--- src/rtl/ex_stage_ctrl_if.sv ---
// ex_stage_ctrl_if: signal bundle around the EX stage controller.
// Carries the decode handshake, the registered drive to the Execute datapath,
// the combinational Execute returns, the memory-stage handoff and the branch redirect.
// master: the EX stage controller. slave: decode / Execute / memory / fetch side.
interface ex_stage_ctrl_if;
    logic        id_valid;
    logic        id_ready;
    logic [31:0] id_a;
    logic [31:0] id_b;
    logic [31:0] id_imm;
    logic [31:0] id_pc_next;
    logic [4:0]  id_shamt;
    logic [5:0]  id_funct;
    logic [2:0]  id_alu_op;
    logic        id_alu_src;
    logic        id_branch;

    logic [31:0] ex_a;
    logic [31:0] ex_b;
    logic [31:0] ex_imm;
    logic [31:0] ex_pc_next;
    logic [4:0]  ex_shamt;
    logic [5:0]  ex_funct;
    logic [2:0]  ex_alu_op;
    logic        ex_alu_src;

    logic [31:0] ex_result;
    logic [31:0] ex_add_result;
    logic        ex_zero;

    logic        mem_valid;
    logic        mem_ready;
    logic [31:0] mem_result;

    logic        redirect_valid;
    logic [31:0] redirect_pc;

    modport master (
        input  id_valid, id_a, id_b, id_imm, id_pc_next, id_shamt, id_funct, id_alu_op,
               id_alu_src, id_branch,
        output id_ready,
        output ex_a, ex_b, ex_imm, ex_pc_next, ex_shamt, ex_funct, ex_alu_op, ex_alu_src,
        input  ex_result, ex_add_result, ex_zero,
        output mem_valid, mem_result,
        input  mem_ready,
        output redirect_valid, redirect_pc
    );

    modport slave (
        output id_valid, id_a, id_b, id_imm, id_pc_next, id_shamt, id_funct, id_alu_op,
               id_alu_src, id_branch,
        input  id_ready,
        input  ex_a, ex_b, ex_imm, ex_pc_next, ex_shamt, ex_funct, ex_alu_op, ex_alu_src,
        output ex_result, ex_add_result, ex_zero,
        input  mem_valid, mem_result,
        output mem_ready,
        input  redirect_valid, redirect_pc
    );
endinterface

--- src/rtl/ex_stage_ctrl.sv ---
// ex_stage_ctrl: one-entry Execute pipeline stage controller.
// Registers the decoded instruction toward the Execute datapath, hands the result to the
// memory stage with a valid/ready handshake and raises a fetch redirect on a taken branch.
// Optional feature: define EX_STAGE_CTRL_MUL_EN to add a shift-add multiplier
// (alu_op 3'b010, funct 6'h18) iterating MUL_CYCLES cycles before handoff.
module ex_stage_ctrl #(
    parameter int unsigned MUL_CYCLES = 32
) (
    input  logic                   clk,
    input  logic                   rst_n,
    ex_stage_ctrl_if.master        ex_if
);

    typedef enum logic [1:0] {
        StEmpty = 2'd0,
        StFull  = 2'd1
`ifdef EX_STAGE_CTRL_MUL_EN
        ,
        StMul   = 2'd2
`endif
    } state_e;

    state_e      state_q, state_d;

    logic [31:0] ex_a_q, ex_a_d;
    logic [31:0] ex_b_q, ex_b_d;
    logic [31:0] ex_imm_q, ex_imm_d;
    logic [31:0] ex_pc_next_q, ex_pc_next_d;
    logic [4:0]  ex_shamt_q, ex_shamt_d;
    logic [5:0]  ex_funct_q, ex_funct_d;
    logic [2:0]  ex_alu_op_q, ex_alu_op_d;
    logic        ex_alu_src_q, ex_alu_src_d;
    logic        ex_branch_q, ex_branch_d;

    logic        full;
    logic        redirect;
    logic        id_ready;
    logic        xfer_in;
    state_e      accept_state;
    logic [31:0] mem_result;

`ifdef EX_STAGE_CTRL_MUL_EN
    localparam logic [5:0] LastCnt = 6'(MUL_CYCLES - 1);

    logic [31:0] mcand_q, mcand_d;
    logic [31:0] mplier_q, mplier_d;
    logic [31:0] prod_q, prod_d;
    logic [5:0]  cnt_q, cnt_d;
    logic        mul_res_q, mul_res_d;
    logic        mul_op_in;
`endif

    // Handshake, redirect and where an accepted instruction goes.
    always_comb begin
        full     = (state_q == StFull);
        // Taken branch retires this cycle; the younger instruction must wait for the flush.
        redirect = full && ex_branch_q && ex_if.ex_zero && ex_if.mem_ready;
        id_ready = (state_q == StEmpty) || (full && ex_if.mem_ready && !redirect);
        xfer_in  = ex_if.id_valid && id_ready;
        accept_state = StFull;
`ifdef EX_STAGE_CTRL_MUL_EN
        mul_op_in = (ex_if.id_alu_op == 3'b010) && (ex_if.id_funct == 6'h18);
        if (mul_op_in) begin
            accept_state = StMul;
        end
`endif
    end

    // Next-state logic of the stage FSM.
    always_comb begin
        state_d = state_q;
        unique case (state_q)
            StEmpty: begin
                if (xfer_in) begin
                    state_d = accept_state;
                end
            end
            StFull: begin
                if (xfer_in) begin
                    state_d = accept_state;
                end else if (ex_if.mem_ready) begin
                    state_d = StEmpty;
                end
            end
`ifdef EX_STAGE_CTRL_MUL_EN
            StMul: begin
                if (cnt_q == LastCnt) begin
                    state_d = StFull;
                end
            end
`endif
            default: state_d = StEmpty;
        endcase
    end

    // Operand registers load only on a transfer in, so they hold while the handoff stalls.
    always_comb begin
        ex_a_d       = ex_a_q;
        ex_b_d       = ex_b_q;
        ex_imm_d     = ex_imm_q;
        ex_pc_next_d = ex_pc_next_q;
        ex_shamt_d   = ex_shamt_q;
        ex_funct_d   = ex_funct_q;
        ex_alu_op_d  = ex_alu_op_q;
        ex_alu_src_d = ex_alu_src_q;
        ex_branch_d  = ex_branch_q;
        if (xfer_in) begin
            ex_a_d       = ex_if.id_a;
            ex_b_d       = ex_if.id_b;
            ex_imm_d     = ex_if.id_imm;
            ex_pc_next_d = ex_if.id_pc_next;
            ex_shamt_d   = ex_if.id_shamt;
            ex_funct_d   = ex_if.id_funct;
            ex_alu_op_d  = ex_if.id_alu_op;
            ex_alu_src_d = ex_if.id_alu_src;
            ex_branch_d  = ex_if.id_branch;
        end
    end

`ifdef EX_STAGE_CTRL_MUL_EN
    // Shift-add multiply: one multiplier bit per cycle while in StMul.
    always_comb begin
        mcand_d   = mcand_q;
        mplier_d  = mplier_q;
        prod_d    = prod_q;
        cnt_d     = cnt_q;
        mul_res_d = mul_res_q;
        if (xfer_in) begin
            mcand_d   = ex_if.id_a;
            mplier_d  = ex_if.id_b;
            prod_d    = '0;
            cnt_d     = '0;
            mul_res_d = mul_op_in;
        end else if (state_q == StMul) begin
            if (mplier_q[0]) begin
                prod_d = prod_q + mcand_q;
            end
            mcand_d  = mcand_q << 1;
            mplier_d = mplier_q >> 1;
            cnt_d    = (cnt_q == LastCnt) ? 6'd0 : cnt_q + 6'd1;
        end
    end

    // Multiplier state registers.
    always_ff @(posedge clk or negedge rst_n) begin
        if (!rst_n) begin
            mcand_q   <= '0;
            mplier_q  <= '0;
            prod_q    <= '0;
            cnt_q     <= '0;
            mul_res_q <= 1'b0;
        end else begin
            mcand_q   <= mcand_d;
            mplier_q  <= mplier_d;
            prod_q    <= prod_d;
            cnt_q     <= cnt_d;
            mul_res_q <= mul_res_d;
        end
    end
`endif

    // Result toward memory: the product for a multiply, otherwise the Execute ALU result.
    always_comb begin
        mem_result = '0;
        if (full) begin
            mem_result = ex_if.ex_result;
`ifdef EX_STAGE_CTRL_MUL_EN
            if (mul_res_q) begin
                mem_result = prod_q;
            end
`endif
        end
    end

    // Stage state and operand registers; reset discards any entry in flight.
    always_ff @(posedge clk or negedge rst_n) begin
        if (!rst_n) begin
            state_q      <= StEmpty;
            ex_a_q       <= '0;
            ex_b_q       <= '0;
            ex_imm_q     <= '0;
            ex_pc_next_q <= '0;
            ex_shamt_q   <= '0;
            ex_funct_q   <= '0;
            ex_alu_op_q  <= '0;
            ex_alu_src_q <= 1'b0;
            ex_branch_q  <= 1'b0;
        end else begin
            state_q      <= state_d;
            ex_a_q       <= ex_a_d;
            ex_b_q       <= ex_b_d;
            ex_imm_q     <= ex_imm_d;
            ex_pc_next_q <= ex_pc_next_d;
            ex_shamt_q   <= ex_shamt_d;
            ex_funct_q   <= ex_funct_d;
            ex_alu_op_q  <= ex_alu_op_d;
            ex_alu_src_q <= ex_alu_src_d;
            ex_branch_q  <= ex_branch_d;
        end
    end

    assign ex_if.id_ready       = id_ready;
    assign ex_if.ex_a           = ex_a_q;
    assign ex_if.ex_b           = ex_b_q;
    assign ex_if.ex_imm         = ex_imm_q;
    assign ex_if.ex_pc_next     = ex_pc_next_q;
    assign ex_if.ex_shamt       = ex_shamt_q;
    assign ex_if.ex_funct       = ex_funct_q;
    assign ex_if.ex_alu_op      = ex_alu_op_q;
    assign ex_if.ex_alu_src     = ex_alu_src_q;
    assign ex_if.mem_valid      = full;
    assign ex_if.mem_result     = mem_result;
    assign ex_if.redirect_valid = redirect;
    assign ex_if.redirect_pc    = ex_if.ex_add_result;

endmodule

--- src/flat_wrapper.sv ---
// flat-port wrapper written by rule: the top's interface ports become plain ports
module ex_stage_ctrl_flat 
#(
    parameter int unsigned MUL_CYCLES = 32
)
  (clk, rst_n, ex_if_id_valid, ex_if_id_a, ex_if_id_b, ex_if_id_imm, ex_if_id_pc_next, ex_if_id_shamt, ex_if_id_funct, ex_if_id_alu_op, ex_if_id_alu_src, ex_if_id_branch, ex_if_id_ready, ex_if_ex_a, ex_if_ex_b, ex_if_ex_imm, ex_if_ex_pc_next, ex_if_ex_shamt, ex_if_ex_funct, ex_if_ex_alu_op, ex_if_ex_alu_src, ex_if_ex_result, ex_if_ex_add_result, ex_if_ex_zero, ex_if_mem_valid, ex_if_mem_result, ex_if_mem_ready, ex_if_redirect_valid, ex_if_redirect_pc);
  ex_stage_ctrl_if ex_if_i ();
  input  logic clk;
  input  logic rst_n;
  input wire logic [$bits(ex_if_i.id_valid)-1:0] ex_if_id_valid;
  input wire logic [$bits(ex_if_i.id_a)-1:0] ex_if_id_a;
  input wire logic [$bits(ex_if_i.id_b)-1:0] ex_if_id_b;
  input wire logic [$bits(ex_if_i.id_imm)-1:0] ex_if_id_imm;
  input wire logic [$bits(ex_if_i.id_pc_next)-1:0] ex_if_id_pc_next;
  input wire logic [$bits(ex_if_i.id_shamt)-1:0] ex_if_id_shamt;
  input wire logic [$bits(ex_if_i.id_funct)-1:0] ex_if_id_funct;
  input wire logic [$bits(ex_if_i.id_alu_op)-1:0] ex_if_id_alu_op;
  input wire logic [$bits(ex_if_i.id_alu_src)-1:0] ex_if_id_alu_src;
  input wire logic [$bits(ex_if_i.id_branch)-1:0] ex_if_id_branch;
  output wire logic [$bits(ex_if_i.id_ready)-1:0] ex_if_id_ready;
  output wire logic [$bits(ex_if_i.ex_a)-1:0] ex_if_ex_a;
  output wire logic [$bits(ex_if_i.ex_b)-1:0] ex_if_ex_b;
  output wire logic [$bits(ex_if_i.ex_imm)-1:0] ex_if_ex_imm;
  output wire logic [$bits(ex_if_i.ex_pc_next)-1:0] ex_if_ex_pc_next;
  output wire logic [$bits(ex_if_i.ex_shamt)-1:0] ex_if_ex_shamt;
  output wire logic [$bits(ex_if_i.ex_funct)-1:0] ex_if_ex_funct;
  output wire logic [$bits(ex_if_i.ex_alu_op)-1:0] ex_if_ex_alu_op;
  output wire logic [$bits(ex_if_i.ex_alu_src)-1:0] ex_if_ex_alu_src;
  input wire logic [$bits(ex_if_i.ex_result)-1:0] ex_if_ex_result;
  input wire logic [$bits(ex_if_i.ex_add_result)-1:0] ex_if_ex_add_result;
  input wire logic [$bits(ex_if_i.ex_zero)-1:0] ex_if_ex_zero;
  output wire logic [$bits(ex_if_i.mem_valid)-1:0] ex_if_mem_valid;
  output wire logic [$bits(ex_if_i.mem_result)-1:0] ex_if_mem_result;
  input wire logic [$bits(ex_if_i.mem_ready)-1:0] ex_if_mem_ready;
  output wire logic [$bits(ex_if_i.redirect_valid)-1:0] ex_if_redirect_valid;
  output wire logic [$bits(ex_if_i.redirect_pc)-1:0] ex_if_redirect_pc;
  assign ex_if_i.id_valid = ex_if_id_valid;
  assign ex_if_i.id_a = ex_if_id_a;
  assign ex_if_i.id_b = ex_if_id_b;
  assign ex_if_i.id_imm = ex_if_id_imm;
  assign ex_if_i.id_pc_next = ex_if_id_pc_next;
  assign ex_if_i.id_shamt = ex_if_id_shamt;
  assign ex_if_i.id_funct = ex_if_id_funct;
  assign ex_if_i.id_alu_op = ex_if_id_alu_op;
  assign ex_if_i.id_alu_src = ex_if_id_alu_src;
  assign ex_if_i.id_branch = ex_if_id_branch;
  assign ex_if_id_ready = ex_if_i.id_ready;
  assign ex_if_ex_a = ex_if_i.ex_a;
  assign ex_if_ex_b = ex_if_i.ex_b;
  assign ex_if_ex_imm = ex_if_i.ex_imm;
  assign ex_if_ex_pc_next = ex_if_i.ex_pc_next;
  assign ex_if_ex_shamt = ex_if_i.ex_shamt;
  assign ex_if_ex_funct = ex_if_i.ex_funct;
  assign ex_if_ex_alu_op = ex_if_i.ex_alu_op;
  assign ex_if_ex_alu_src = ex_if_i.ex_alu_src;
  assign ex_if_i.ex_result = ex_if_ex_result;
  assign ex_if_i.ex_add_result = ex_if_ex_add_result;
  assign ex_if_i.ex_zero = ex_if_ex_zero;
  assign ex_if_mem_valid = ex_if_i.mem_valid;
  assign ex_if_mem_result = ex_if_i.mem_result;
  assign ex_if_i.mem_ready = ex_if_mem_ready;
  assign ex_if_redirect_valid = ex_if_i.redirect_valid;
  assign ex_if_redirect_pc = ex_if_i.redirect_pc;
  ex_stage_ctrl #(.MUL_CYCLES(MUL_CYCLES)) u_core (.clk(clk), .rst_n(rst_n), .ex_if(ex_if_i));
endmodule
--- config.mk ---
export PLATFORM = sky130hd
export DESIGN_NAME = ex_stage_ctrl_flat
export DESIGN_NICKNAME = d
export VERILOG_FILES = /design/src/rtl/ex_stage_ctrl_if.sv /design/src/rtl/ex_stage_ctrl.sv /design/src/flat_wrapper.sv
export SDC_FILE = /design/constraint.sdc
export NUM_CORES = 1
export LEC_CHECK = 0
export CORE_AREA = 2 2 163 165
export DETAILED_ROUTE_END_ITERATION = 6
export DIE_AREA = 0 0 165 167
export HOLD_SLACK_MARGIN = 0.1
export PLACE_DENSITY = 0.54
export SYNTH_ARGS = -nofsm -noshare
export SYNTH_HDL_FRONTEND = slang
export SYNTH_SLANG_ARGS = --single-unit
export TNS_END_PERCENT = 100
--- constraint.sdc ---
create_clock -name clk -period 1.85 [get_ports clk]
set_input_delay 0.2775 -clock clk [delete_from_list [all_inputs] [get_ports clk]]
set_output_delay 0.2775 -clock clk [all_outputs]
set_load 0.02 [all_outputs]
After elaboration in Yosys (flattened, before gate mapping)
Index checks and enable logic that the tools add are counted.
{ "totals": {"wordCells": 28, "output_inout_bits": 210, "mem_bits_ro": 0, "latchBits": 0, "mem_bits_rw": 0, "mem_count": 0, "regBits": 146, "input_bits": 213} }
{ "op_classes": {"n_div": 0, "bitwise_logic": 0, "n_shift": 0, "n_lt_le_gt_ge": 0, "mux": 5, "n_reduce_logical": 10, "addsub": 0, "n_mul": 0, "n_eq_ne": 3} }
{ "op_table": {"columns": ["op", "count"], "rows": [
  ["$mux 32", 1],
  ["$logic_and 1x1->1", 6],
  ["$mux 2", 3],
  ["$pmux 2 s2", 1],
  ["$ne 3x1->1 const B", 1],
  ["$eq 2x1->1 const B", 1],
  ["$logic_not 2->1", 1],
  ["$ne 2x1->1 const B", 1],
  ["$reduce_and 2->1", 1],
  ["$logic_not 1->1", 1],
  ["$logic_or 1x1->1", 1]
]} }

Depth between registers and ports, before layout
{ "logic_depth": {"depth_word": 10, "ltp_mapped": 5, "ltp_nobuf": 3} }

Worst setup path before layout
Ideal clock, no wire load.
{ "synth_path": {"path_type": "reg-to-reg", "from": "reg u_core.state_q[0]", "to": "reg u_core.ex_b_q[24] (netlist: u_core.ex_if.ex_b[24])", "setup_time_ps": 128, "synth_period_minus_slack_ps": 1624, "stages_incl_launch_ff": 6, "setup_slack_ps": 226, "n_path_buf": 2, "required_time_ps": 1722, "arrival_ps": 1497, "cell_sequence": "dfrtp_1 > inv_2 > o21ai_2 > buf_6 > buf_6 > mux2_1"} }
{ "synth_via": {"elab_chain_len": 8, "elab_cells_between_ends": 10, "classes_between": "eq/ne (1); reduce/logical (9)"} }
{ "synth_lines": {"columns": ["item", "line_no", "rtl"], "rows": [
  ["start: declaration", "ex_stage_ctrl.sv:23", "state_e state_q, state_d;"],
  ["start signal: assignment", "ex_stage_ctrl.sv:178", "state_q <= StEmpty;"],
  ["start signal: assignment", "ex_stage_ctrl.sv:189", "state_q <= state_d;"],
  ["$eq 2x1->1", "ex_stage_ctrl.sv:55", "full = (state_q == StFull);"],
  ["$logic_and 1x1->1 (3 in series)", "ex_stage_ctrl.sv:57", "redirect = full && ex_branch_q && ex_if.ex_zero && ex_if.mem_ready;"],
  ["$logic_not 1->1", "ex_stage_ctrl.sv:58", "id_ready = (state_q == StEmpty) || (full && ex_if.mem_ready && !redirect);"],
  ["$logic_and 1x1->1", "ex_stage_ctrl.sv:58", null],
  ["$logic_or 1x1->1 (*)", "ex_stage_ctrl.sv:58", null],
  ["$logic_and 1x1->1 (*)", "ex_stage_ctrl.sv:59", "xfer_in = ex_if.id_valid && id_ready;"],
  ["end signal: assignment", "ex_stage_ctrl.sv:180", "ex_b_q <= '0;"],
  ["end signal: assignment", "ex_stage_ctrl.sv:191", "ex_b_q <= ex_b_d;"],
  ["end: declaration", "ex_stage_ctrl.sv:26", "logic [31:0] ex_b_q, ex_b_d;"]
]} }
Every way passes the cells marked *; elsewhere a longest branch is shown, timed or not.
A chain may end at the register's enable or synchronous reset.

Worst setup path after layout
{ "layout_path": {"from": "reg u_core.state_q[0]", "to": "out ex_if_mem_result[30]"} }
{ "layout_via": {"elab_chain_len": 2} }
{ "layout_lines": {"columns": ["item", "line_no", "rtl"], "rows": [
  ["$eq 2x1->1", "ex_stage_ctrl.sv:55", null],
  ["$mux 32", "ex_stage_ctrl.sv:165", "if (full) begin"],
  ["end: declaration", "flat_wrapper.sv:33", "output wire logic [$bits(ex_if_i.mem_result)-1:0] ex_if_mem_result;"]
]} }
Every way passes these cells.

==> results <==
routing by layer:
layer	part of all wire, %	wire, um
met5	0.072	13
met2	51	9160
met3	9.1	1640
met4	1.9	342
met1	38	6890
how the worst min path moves through the flow:
stage	from	end	depth (start not counted)
after floorplan	rst_n	u_core.ex_branch_q	0
after global placement	rst_n	u_core.ex_if.ex_pc_next[24]	1
after detailed placement	rst_n	u_core.ex_if.ex_b[10]	1
after CTS	rst_n	u_core.ex_if.ex_b[10]	2
after global routing	rst_n	u_core.ex_if.ex_b[11]	2
final	rst_n	u_core.ex_if.ex_pc_next[24]	2
sequential cells by signal, indices dropped and copies added (netlist names):
signal,cells
u_core.ex_if.ex_alu_src,1
u_core.state_q,1
u_core.ex_branch_q,1
u_core.ex_if.ex_alu_op,3
u_core.ex_if.ex_pc_next,32
u_core.ex_if.ex_a,32
u_core.ex_if.ex_b,32
u_core.ex_if.ex_imm,32
u_core.ex_if.ex_funct,6
u_core.ex_if.ex_shamt,5
layout make-up:
cell class / count / area, um^2
clock buffer: 18 / 439
clock inverter: 14 / 185
fill: 2396 / 15300
inverter: 2 / 7.51
multi-input combinational: 183 / 1870
sequential: 145 / 3630
tap: 335 / 419
timing repair buffer: 385 / 3870
Yosys cell counts, drive strengths merged:
cell	number	share of area, %
and2	32	3.4
buf	47	6.1
a21boi	1	0.13
nor3	1	0.085
inv	2	0.13
clkbuf	3	0.19
nand2b	1	0.11
o21ai	3	0.32
nand2	1	0.064
dfrtp	145	62
mux2	144	28
power breakdown:
group | internal, W | switching, W
sequential | 0.00380 | 0.000325
clock | 0.00210 | 0.00152
combinational | 0.00206 | 0.00169
through the flow:
step / setup slack [ns] / power [W]
final: 0.102 / 0.0115
after global routing: 0.000667 / 0.0121
after CTS: 0.0181 / 0.0117
after detailed placement: -0.250 / 0.00803
after global placement: -0.220 / 0.00797
after floorplan: 0.226 / 0.00591
cells by family (layout without fill, tap and decap cells):
| logic type | after synthesis | after routing | share of synthesized area [%] |
|---|---|---|---|
| compound gates | 4 | 4 | 0.448 |
| buf+inv | 52 | 419 | 6.44 |
| flops | 145 | 145 | 61.8 |
| mux | 144 | 144 | 27.6 |
| simple gates | 35 | 35 | 3.67 |
repair_timing:
action,4_1_cts,5_1_grt
hold buffers,1,0
endpoints found under the setup margin,35,31
endpoints found under the hold margin,37,0
pin swaps,0,0
setup buffers,0,0
resized for setup,36,18
layout by cell type (no fill, tap or decap), drive strengths merged:
cell,n
dfrtp,145
clkdlybuf4s15,13
a21boi,1
and2,32
dlygate4sd3,1
mux2,144
clkbuf,20
inv,11
dlygate4sd2,20
nand2b,1
bufinv,2
clkinv,3
o21ai,3
buf,27
nor3,1
nand2,1
clkdlybuf4s50,322
==> summary.txt <==
outcome - finished, final reports clean
Crit Reg-Reg Startpoint - u_core.ex_branch_q
CP required - 1.57 ns
Root Buffer - clkbuf_16
CTS max path bufs - 2
DP Wirelength - 14.3 mm
io pins - 423
DP Cell Count - 1,049
total number of cells along the worst setup path - 3
fin crit share - 94.5%
post-synthesis sequential area ratio - 61.8%
Post-Layout Inst Area - 10,400 um^2
Reg2Reg Setup Slack - 0.21 ns
CTS tree - done
Tmin final - 1.75 ns
first-pass GRT wire length - 27.3 mm
Critical Path, Cell by Cell - buf_8, and2_1, dlygate4sd2_1
CP Launch Type - flip-flop
Leak - 4.33 nW
M2 GR Usage - 22.1%
clock sink count - 145
crit path buf inv count - 2
NumNets Final - 947
total grt overflow - 0
warning count from the yosys run - 0
DRC Markers - 0
Reg2Reg Depth - 6
final hold vios - 0
Final Util - 40.5%
post-synthesis average cell area - 15.4 um^2
share of layout cells above drive strength 1 - 19.7%
H-tree Lvls - 4
Critical Path Start - u_core.state_q[0]
row count - 59
WL final - 18.0 mm
CTS buffer count - 17
routed wire length per instance - 16.7 um
Setup Skew - 0.0158 ns
Crit Path Class - flip-flop to output pin
clk slew on worst S/H paths - 0.07 ns
met1 Use GR - 14.7%
CP max-delay cell - dfrtp_1
core area - 25,800 um^2
Max Fclk - 572 MHz
Final Max Slew Viols - 0
met3 Use GR - 4.98%
GRT Total Usage - 12.9%
flops & latches, synth - 145
Placer Congestion - 0.812
Hold WS - 0.320 ns
syn nets - 593
TNS Setup - 0 ns
Max-cap violations - 0
mapped cell area - 5870 um^2
critical path's top delay family - buffers and inverters
Worst Hold Class - primary input to async pin
Slew headroom - 76.8%
Initial Utilization - 22.8%
vias - 4,344
Layout Cells excl Fill - 1,082
DRT antenna net count - 0
CP max FO - 34
Die Height - 167 um
unrepaired setup endpoints after global routing - false
reg2reg end - u_core.ex_if.ex_b[22]
Critical Path End - ex_if_mem_result[30]
ant diodes - 0
WP data arrival - 1.47 ns
vias in the first global route - 4,856
Final Setup Violations - 0
Die X - 165 um
PwrDens - 1100 nW/um^2
Slew @ Worst Pin - 0.347 ns
DRC marker count from the first detailed-route iteration - 150
largest net degree at the start of global routing - 41
drt first pass iters - 4
Max VDD drop - 0.000467 V
Avg Vias per Cell - 4.01
Syn Inst Count - 380
CP peak stage delay - 0.39 ns
grt peak-use layer - met2
P&R area growth vs syn - 77.6%
Placed Area - 9820 um^2
clk_lat worst skew - 0.42 ns
Die ar. - 27,600 um^2
number of buffers added on ports - 358
antenna violations before repair - 1
post-synth cell types - 16
critical path capture point type - output pin
(Power assumes the default switching activity.)
